$ cat src/rtl/ps2_pkg.sv
// Shared PS/2 host-side definitions: FSM states, default timings and frame edge positions.
package ps2_pkg;

  typedef enum logic [2:0] {
    ST_IDLE     = 3'd0,
    ST_INHIBIT  = 3'd1,
    ST_RTS      = 3'd2,
    ST_SHIFT    = 3'd3,
    ST_ACK      = 3'd4,
    ST_WAIT_BUS = 3'd5
  } ps2_state_e;

  // 100 us inhibit and 15 ms device response window at 50 MHz.
  localparam int unsigned PS2_INHIBIT_CYCLES_DEF = 5000;
  localparam int unsigned PS2_TIMEOUT_CYCLES_DEF = 750000;

  localparam logic [3:0] EDGE_PARITY = 4'd9;
  localparam logic [3:0] EDGE_STOP   = 4'd10;
  localparam logic [3:0] EDGE_ACK    = 4'd11;

  function automatic logic odd_parity(input logic [7:0] d);
    return ~^d;
  endfunction

endpackage

$ cat src/rtl/ps2_sync_edge.sv
// Two-flop synchronizer for one PS/2 line with registered previous level for falling-edge detect.
module ps2_sync_edge (
  input  logic clk,
  input  logic rst_n,
  input  logic line_i,
  output logic level_o,
  output logic fall_o
);

  logic meta_q;
  logic sync_q;
  logic prev_q;

  // Idle PS/2 lines are high, so reset to 1 to avoid a spurious edge after reset.
  always_ff @(posedge clk or negedge rst_n) begin
    if (!rst_n) begin
      meta_q <= 1'b1;
      sync_q <= 1'b1;
      prev_q <= 1'b1;
    end else begin
      meta_q <= line_i;
      sync_q <= meta_q;
      prev_q <= sync_q;
    end
  end

  assign level_o = sync_q;
  assign fall_o  = prev_q & ~sync_q;

endmodule

$ cat src/rtl/ps2_host_tx.sv
// PS/2 host-to-device command transmitter: inhibit, request-to-send, shift 8 data + parity + stop, check ack.
module ps2_host_tx
  import ps2_pkg::*;
#(
  parameter int unsigned INHIBIT_CYCLES = PS2_INHIBIT_CYCLES_DEF,
  parameter int unsigned TIMEOUT_CYCLES = PS2_TIMEOUT_CYCLES_DEF
) (
  input  logic       clk,
  input  logic       resetn,
  input  logic       start,
  input  logic [7:0] tx_data,
  input  logic       ps2c_in,
  input  logic       ps2d_in,
  output logic       ps2c_oe,
  output logic       ps2d_oe,
  output logic       busy,
  output logic       done,
  output logic       error
);

  localparam int unsigned INH_W = $clog2(INHIBIT_CYCLES + 1);
  localparam int unsigned TMO_W = $clog2(TIMEOUT_CYCLES + 1);

  localparam logic [INH_W-1:0] INH_LAST = INH_W'(INHIBIT_CYCLES - 1);
  localparam logic [TMO_W-1:0] TMO_LAST = TMO_W'(TIMEOUT_CYCLES - 1);

  logic c_lvl, c_fall;
  logic d_lvl;

  ps2_sync_edge u_sync_c (
    .clk     (clk),
    .rst_n   (resetn),
    .line_i  (ps2c_in),
    .level_o (c_lvl),
    .fall_o  (c_fall)
  );

  ps2_sync_edge u_sync_d (
    .clk     (clk),
    .rst_n   (resetn),
    .line_i  (ps2d_in),
    .level_o (d_lvl),
    .fall_o  ()
  );

  ps2_state_e       state_q, state_d;
  logic [7:0]       data_q,  data_d;
  logic             par_q,   par_d;
  logic [3:0]       edge_q,  edge_d;
  logic [INH_W-1:0] inh_q,   inh_d;
  logic [TMO_W-1:0] tmo_q,   tmo_d;
  logic             dout_q,  dout_d;
  logic             done_q,  done_d;
  logic             err_q,   err_d;

  logic       tmo_hit;
  logic [3:0] edge_nxt;

  always_comb begin
    state_d  = state_q;
    data_d   = data_q;
    par_d    = par_q;
    edge_d   = edge_q;
    inh_d    = inh_q;
    tmo_d    = tmo_q;
    dout_d   = dout_q;
    done_d   = 1'b0;
    err_d    = 1'b0;
    tmo_hit  = (tmo_q >= TMO_LAST);
    edge_nxt = edge_q + 4'd1;

    // Once clocked states are entered the timeout counter runs (saturating).
    if (state_q == ST_SHIFT || state_q == ST_ACK || state_q == ST_WAIT_BUS) begin
      if (tmo_q != '1) tmo_d = tmo_q + 1'b1;
    end

    unique case (state_q)
      ST_IDLE: begin
        if (start) begin
          data_d  = tx_data;
          par_d   = odd_parity(tx_data);
          edge_d  = '0;
          inh_d   = '0;
          state_d = ST_INHIBIT;
        end
      end

      ST_INHIBIT: begin
        if (inh_q == INH_LAST) state_d = ST_RTS;
        else                   inh_d   = inh_q + 1'b1;
      end

      ST_RTS: begin
        tmo_d   = '0;
        dout_d  = 1'b1;
        state_d = ST_SHIFT;
      end

      ST_SHIFT: begin
        if (tmo_hit) begin
          err_d   = 1'b1;
          dout_d  = 1'b0;
          state_d = ST_IDLE;
        end else if (c_fall) begin
          edge_d = edge_nxt;
          if (edge_nxt == EDGE_STOP) begin
            dout_d  = 1'b0;
            state_d = ST_ACK;
          end else if (edge_nxt == EDGE_PARITY) begin
            dout_d = ~par_q;
          end else begin
            dout_d = ~data_q[edge_q[2:0]];
          end
        end
      end

      ST_ACK: begin
        if (tmo_hit) begin
          err_d   = 1'b1;
          state_d = ST_IDLE;
        end else if (c_fall) begin
          edge_d = EDGE_ACK;
          if (!d_lvl) begin
            state_d = ST_WAIT_BUS;
          end else begin
            err_d   = 1'b1;
            state_d = ST_IDLE;
          end
        end
      end

      ST_WAIT_BUS: begin
        if (tmo_hit) begin
          err_d   = 1'b1;
          state_d = ST_IDLE;
        end else if (c_lvl && d_lvl) begin
          done_d  = 1'b1;
          state_d = ST_IDLE;
        end
      end

      default: state_d = ST_IDLE;
    endcase
  end

  always_ff @(posedge clk or negedge resetn) begin
    if (!resetn) begin
      state_q <= ST_IDLE;
      data_q  <= '0;
      par_q   <= 1'b0;
      edge_q  <= '0;
      inh_q   <= '0;
      tmo_q   <= '0;
      dout_q  <= 1'b0;
      done_q  <= 1'b0;
      err_q   <= 1'b0;
    end else begin
      state_q <= state_d;
      data_q  <= data_d;
      par_q   <= par_d;
      edge_q  <= edge_d;
      inh_q   <= inh_d;
      tmo_q   <= tmo_d;
      dout_q  <= dout_d;
      done_q  <= done_d;
      err_q   <= err_d;
    end
  end

  // Line drives decode straight from state so an asynchronous reset releases the bus immediately.
  assign ps2c_oe = (state_q == ST_INHIBIT);
  assign ps2d_oe = ((state_q == ST_INHIBIT) && (inh_q == INH_LAST)) ||
                   (state_q == ST_RTS) ||
                   ((state_q == ST_SHIFT) && dout_q);
  assign busy    = (state_q != ST_IDLE);
  assign done    = done_q;
  assign error   = err_q;

endmodule

$ cat config.mk
export PLATFORM = sky130hd
export DESIGN_NAME = ps2_host_tx
export DESIGN_NICKNAME = d
export VERILOG_FILES = /design/src/rtl/ps2_pkg.sv /design/src/rtl/ps2_sync_edge.sv /design/src/rtl/ps2_host_tx.sv
export SDC_FILE = /design/constraint.sdc
export NUM_CORES = 1
export LEC_CHECK = 0
export ABC_AREA = 1
export ABC_CLOCK_PERIOD_IN_PS = 1500
export CORE_MARGIN = 2
export CORE_UTILIZATION = 40
export CTS_CLUSTER_DIAMETER = 60
export DETAILED_ROUTE_END_ITERATION = 10
export HOLD_SLACK_MARGIN = 0.02
export SKIP_LAST_GASP = 1
export SLEW_MARGIN = 20
export SYNTH_ARGS = -nofsm -noshare
export SYNTH_HDL_FRONTEND = slang
export SYNTH_HIERARCHICAL = 1
export SYNTH_SLANG_ARGS = --single-unit
$ cat constraint.sdc
create_clock -name clk -period 1.5 [get_ports clk]
set_input_delay 0.225 -clock clk [delete_from_list [all_inputs] [get_ports clk]]
set_output_delay 0.225 -clock clk [all_outputs]
set_load 0.02 [all_outputs]
# ---- Word-level counts from Yosys, hierarchy flattened
# Index checks and enable logic that the tools add are counted.
dict set report classes {
  n_addsub 3
  mul 0
  div_mod_pow 0
  magnitude_cmp 2
  n_eq_ne 20
  shift 0
  muxes 38
  n_bitwise 4
  n_reduce_logical 22
}
# cell n
set ops {}
lappend ops {{two-way mux 20 bit} 3}
lappend ops {{two-way mux 3 bit} 10}
lappend ops {{two-way mux 13 bit} 2}
lappend ops {{case mux 13 bit (2 select lines)} 1}
lappend ops {{adder 20 x 1 -> 20 bit (second input constant)} 1}
lappend ops {{>= comparator 20 bit (second input constant)} 1}
lappend ops {{two-way mux 4 bit} 5}
lappend ops {{inequality test 20 bit (second input constant)} 1}
lappend ops {{case mux 3 bit (6 select lines)} 1}
lappend ops {{adder 13 x 1 -> 13 bit (second input constant)} 1}
lappend ops {{equality test 13 bit (second input constant)} 1}
lappend ops {{two-way mux 1 bit} 12}
lappend ops {{inequality test 2 bit (second input constant)} 6}
lappend ops {{case mux 4 bit (3 select lines)} 1}
lappend ops {{AND reduction 6 bit} 2}
lappend ops {{equality test 4 bit (second input constant)} 2}
lappend ops {{nonzero test 2 bit} 4}
lappend ops {{XNOR reduction 8 bit} 1}
lappend ops {{equality test 3 x 2 -> 1 bit (second input constant)} 2}
lappend ops {{equality test 3 bit (second input constant)} 2}
lappend ops {{inequality test 3 x 2 -> 1 bit (second input constant)} 2}
lappend ops {{inequality test 3 bit (second input constant)} 2}
lappend ops {{AND reduction 2 bit} 3}
lappend ops {{nonzero test 3 bit} 2}
lappend ops {{13 further kinds} 21}
dict set report word_totals {
  register_bits 57
  latchBits 0
  ramBits 0
  romBits 0
  inputBits 13
  output_inout_bits 5
  elab_cells 103
  n_memories 0
}

# ---- Depth between registers and ports, before layout
dict set report depth {
  depth_word 8
  ltp_mapped 12
  depth_no_buf 12
}

# ---- By module
# Netlist, hierarchy kept.
# mod n_inst cells_per_inst area_each_um2 seq_area_each_um2
set modules_own_cells {}
lappend modules_own_cells {ps2_host_tx 1 453 3253.1 1301.2}
lappend modules_own_cells {ps2_sync_edge 2 5 88.8 78.8}

# ---- Worst setup path before layout
# OpenSTA, ideal clock, no wires.
dict set report synth_timing {
  kind {reg-to-reg}
  startpoint {register tmo_q[0]}
  endpoint {register tmo_q[15]}
  setup_time_ns 0.119
  arrival_ns 1.490
  required_time_ns 1.381
  setup_slack_ns -0.109
  path_stages_with_launch 12
  path_buffers 1
  synth_period_minus_slack_ns 1.609
  cell_sequence {dfrtp_1 ha_1 nand2_1 nor2_2 nand2_2 nor2_4 nand4_2 nand2_2 inv_2 buf_6 a21oi_1 nor2_1}
}
dict set report synth_between {
  elab_chain_cells 4
  word_cells_on_any_way 7
  cone_classes {add/sub (1); eq/ne (1); mux (3); reduce/logical (2)}
}
# item line_no
set synth_rtl {}
lappend synth_rtl {{start: declaration} ps2_host_tx.sv:51} ;# logic [TMO_W-1:0] tmo_q, tmo_d;
lappend synth_rtl {{start signal: assignment} ps2_host_tx.sv:163} ;# tmo_q <= tmo_d;
lappend synth_rtl {{adder 20 x 1 -> 20 bit} ps2_host_tx.sv:74} ;# if (tmo_q != '1) tmo_d = tmo_q + 1'b1;
lappend synth_rtl {{two-way mux 20 bit} ps2_host_tx.sv:74}
lappend synth_rtl {{two-way mux 20 bit} ps2_host_tx.sv:73} ;# if (state_q == ST_SHIFT || state_q == ST_ACK || state_q == ST_WAIT_BUS) begin
lappend synth_rtl {{two-way mux 20 bit} ps2_host_tx.sv:77} ;# unique case (state_q)
# Parallel ways exist; a longest one is shown, timed or not. The select of a mux whose other input is x is not followed.
# A chain may end at the register's enable or synchronous reset.

# ---- Final worst setup path
dict set report layout_timing {
  startpoint {register inh_q[1]}
  endpoint {output port ps2d_oe}
}
dict set report layout_between {
  elab_chain_cells 4
}
# item line_no
set layout_rtl {}
lappend layout_rtl {{start: declaration} ps2_host_tx.sv:50} ;# logic [INH_W-1:0] inh_q, inh_d;
lappend layout_rtl {{start signal: assignment} ps2_host_tx.sv:162} ;# inh_q <= inh_d;
lappend layout_rtl {{equality test 13 bit} ps2_host_tx.sv:172} ;# assign ps2d_oe = ((state_q == ST_INHIBIT) && (inh_q == INH_LAST)) ||
lappend layout_rtl {{logical AND 1 bit} ps2_host_tx.sv:172}
lappend layout_rtl {{logical OR 1 bit} ps2_host_tx.sv:172}
lappend layout_rtl {{logical OR 1 bit} ps2_host_tx.sv:173} ;# (state_q == ST_RTS) ||
lappend layout_rtl {{end: declaration} ps2_host_tx.sv:15} ;# output logic ps2d_oe,
# No other way between the ends.

==> summary.md <==
| Metric | Value |
|---|---|
| Failing checks | setup timing |
| Antenna cell count | 0 |
| Via count | 3581 |
| Max Buffers Root-to-Sink | 2 |
| HP Class | in -> reg |
| CP Max Fanout | 2 |
| Crit path kind | reg -> out |
| # H-tree levels | 3 |
| Number of max-cap violations | 0 |
| Die area | 9240 sq um |
| Clock Latency Late Sink | 0.34 ns |
| Setup WS post-layout | -0.274 ns |
| Initial antenna violation count | 0 |
| I/O pins | 18 |
| Commonest non-fill, non-tap cell in the layout | nand2_1 |
| CTS buffer count | 9 |
| Post-DP HPWL | 6.33 mm |
| Commonest cells after routing, fill and taps aside | nand2_1, buf_4, dfrtp_1 |
| Post-Syn Area per Cell | 7.38 sq um |
| VDD IR max | 1350 uV |
| Post-route clock skew | 0.00724 ns |
| Via count of the first global-routing pass | 3503 |
| Post-Syn Instances | 460 |
| Proportion of layout cells with a drive suffix above 1 | 39.5% |
| DRT Pass-1 Iters | 4 |
| Worst Setup Start Kind | register |
| Period minus WS final | 1.77 ns |
| IO Port Bufs | 17 |
| Clock-pin slew on the worst setup and hold paths | 0.07 ns |
| Syn nets | 478 |
| Core area | 8220 sq um |
| Status | finished, violations left |
| CP arrival | 1.55 ns |
| # setup viols final | 44 |
| Yosys warns | 6 |
| GRT Total Usage | 21.7% |
| Period utilization | 118% |
| Routed vias/inst | 5.03 |
| CTS tree | built |
| 1st-iter DRT viols | 136 |
| Largest net degree at the start of global routing | 58 |
| Worst-Margin Slew | 0.314 ns |
| CP endpoint kind | output pin |
| Routed WL | 9.72 mm |
| Required time worst endpoint | 1.27 ns |
| Die Span X | 96.1 um |
| Die H | 96.1 um |
| Row cnt | 33 |
| Clock Sinks | 57 |
| Post-route ant nets | 0 |
| Final core utilization | 65.7% |
| Fin Setup TNS | -7.18 ns |
| Final #Nets | 620 |
| Starting density of the core | 41.3% |
| Maximum clock frequency | 0.564 GHz |
| WL/cell | 13.6 um |
| RSZ-0062 raised after global routing | yes |
| # fillers | 648 |
| DRC viols | 0 |
| Max-slew violations | 0 |
| Power per Cell Area | 1580 nW/um^2 |
| Count of final hold-check violations | 0 |
| Area Growth Syn to Fin | 59.0% |
| First-pass GRT wire length | 15.6 mm |
| Post-synthesis cell area | 3390 sq um |
| Root buf cell | clkbuf_8 |
| Relative slew slack | 79.1% |
| Pleak | 2.57 nW |
| Gr ovfl total | 0 |
| RePlAce Congestion | 0.912 |
[report_power, final]
group	switching, mW	internal, mW	leakage, nW
sequential	0.184	1.86	0.748
combinational	2.55	2.27	1.71
clock	0.657	1.03	0.109
[through the flow]
step                setup WS [ns]  cells  instance area, sq um  hold slack (ns)  total power, mW
floorplan                 -0.0968    460                  3430          -0.0706             3.93
global placement           -0.393    674                  4460            0.256             5.48
detailed placement         -0.358    674                  4460            0.257             5.54
CTS                        -0.247    705                  5030            0.272             7.99
global route               -0.385    712                  5400            0.266             9.08
finish                     -0.274    712                  5400            0.285             8.55
[critical path, cell delays in order (launching register included)]
cell	delay (ns)
dfrtp_1	0.36
ha_2	0.19
nand3_2	0.07
nor2_2	0.13
nand3_2	0.08
o21ai_2	0.15
inv_2	0.05
nand2_2	0.06
buf_6	0.11
[final cells by class]
class	instances	area, sq um	share of cell area (%)
Tap cell	105	131	2.43
Clock inverter	4	75.1	1.39
Timing Repair Buffer	139	1230	22.9
Multi-Input combinational cell	343	2150	39.8
Sequential cell	57	1430	26.5
Inverter	52	220	4.08
Clock buffer	12	155	2.88
[worst paths after layout]
check / startpoint / to / slack, ns / cells after the start
max in group asynchronous: resetn / u_sync_c/prev_q$_DFF_PN1_ / 0.78 / 3
hold reg to reg: u_sync_c/meta_q$_DFF_PN1_ / u_sync_c/level_o$_DFF_PN1_ / 0.36 / 0
hold / removal: ps2d_in / u_sync_d/meta_q$_DFF_PN1_ / 0.28 / 1
min in group asynchronous: resetn / tmo_q[4]$_DFFE_PN0P_ / 0.41 / 3
setup / recovery: inh_q[1]$_DFFE_PN0P_ / ps2d_oe / -0.27 / 8
setup reg to reg: tmo_q[0]$_DFFE_PN0P_ / tmo_q[13]$_DFFE_PN0P_ / -0.26 / 11
[registers in the layout, summed over array words and instances (netlist names), 3 cells and up]
register	flops
inh_q	13
state_q	3
edge_q	4
tmo_q	20
data_q	8
[per-layer routing]
| metal | routed length [um] | vias to the layer above | GRT usage (%) |
|---|---|---|---|
| met2 | 4820 | 84 | 36.3 |
| li1 | - | 1801 | - |
| met3 | 401 | 27 | 6.26 |
| met1 | 4250 | 1669 | 26.4 |
| met5 | 0 | - | 0 |
| met4 | 239 | 0 | 8.10 |
[repair_timing]
item | CTS | global route
pin swaps | 23 | 32
hold endpoints to repair | 52 | 0
setup endpoints to repair | 45 | 55
setup buffers | 12 | 9
hold buffers | 1 | 0
cloned | 2 | 0
gates resized for setup | 76 | 76
Power figures use the tool's default switching activity.
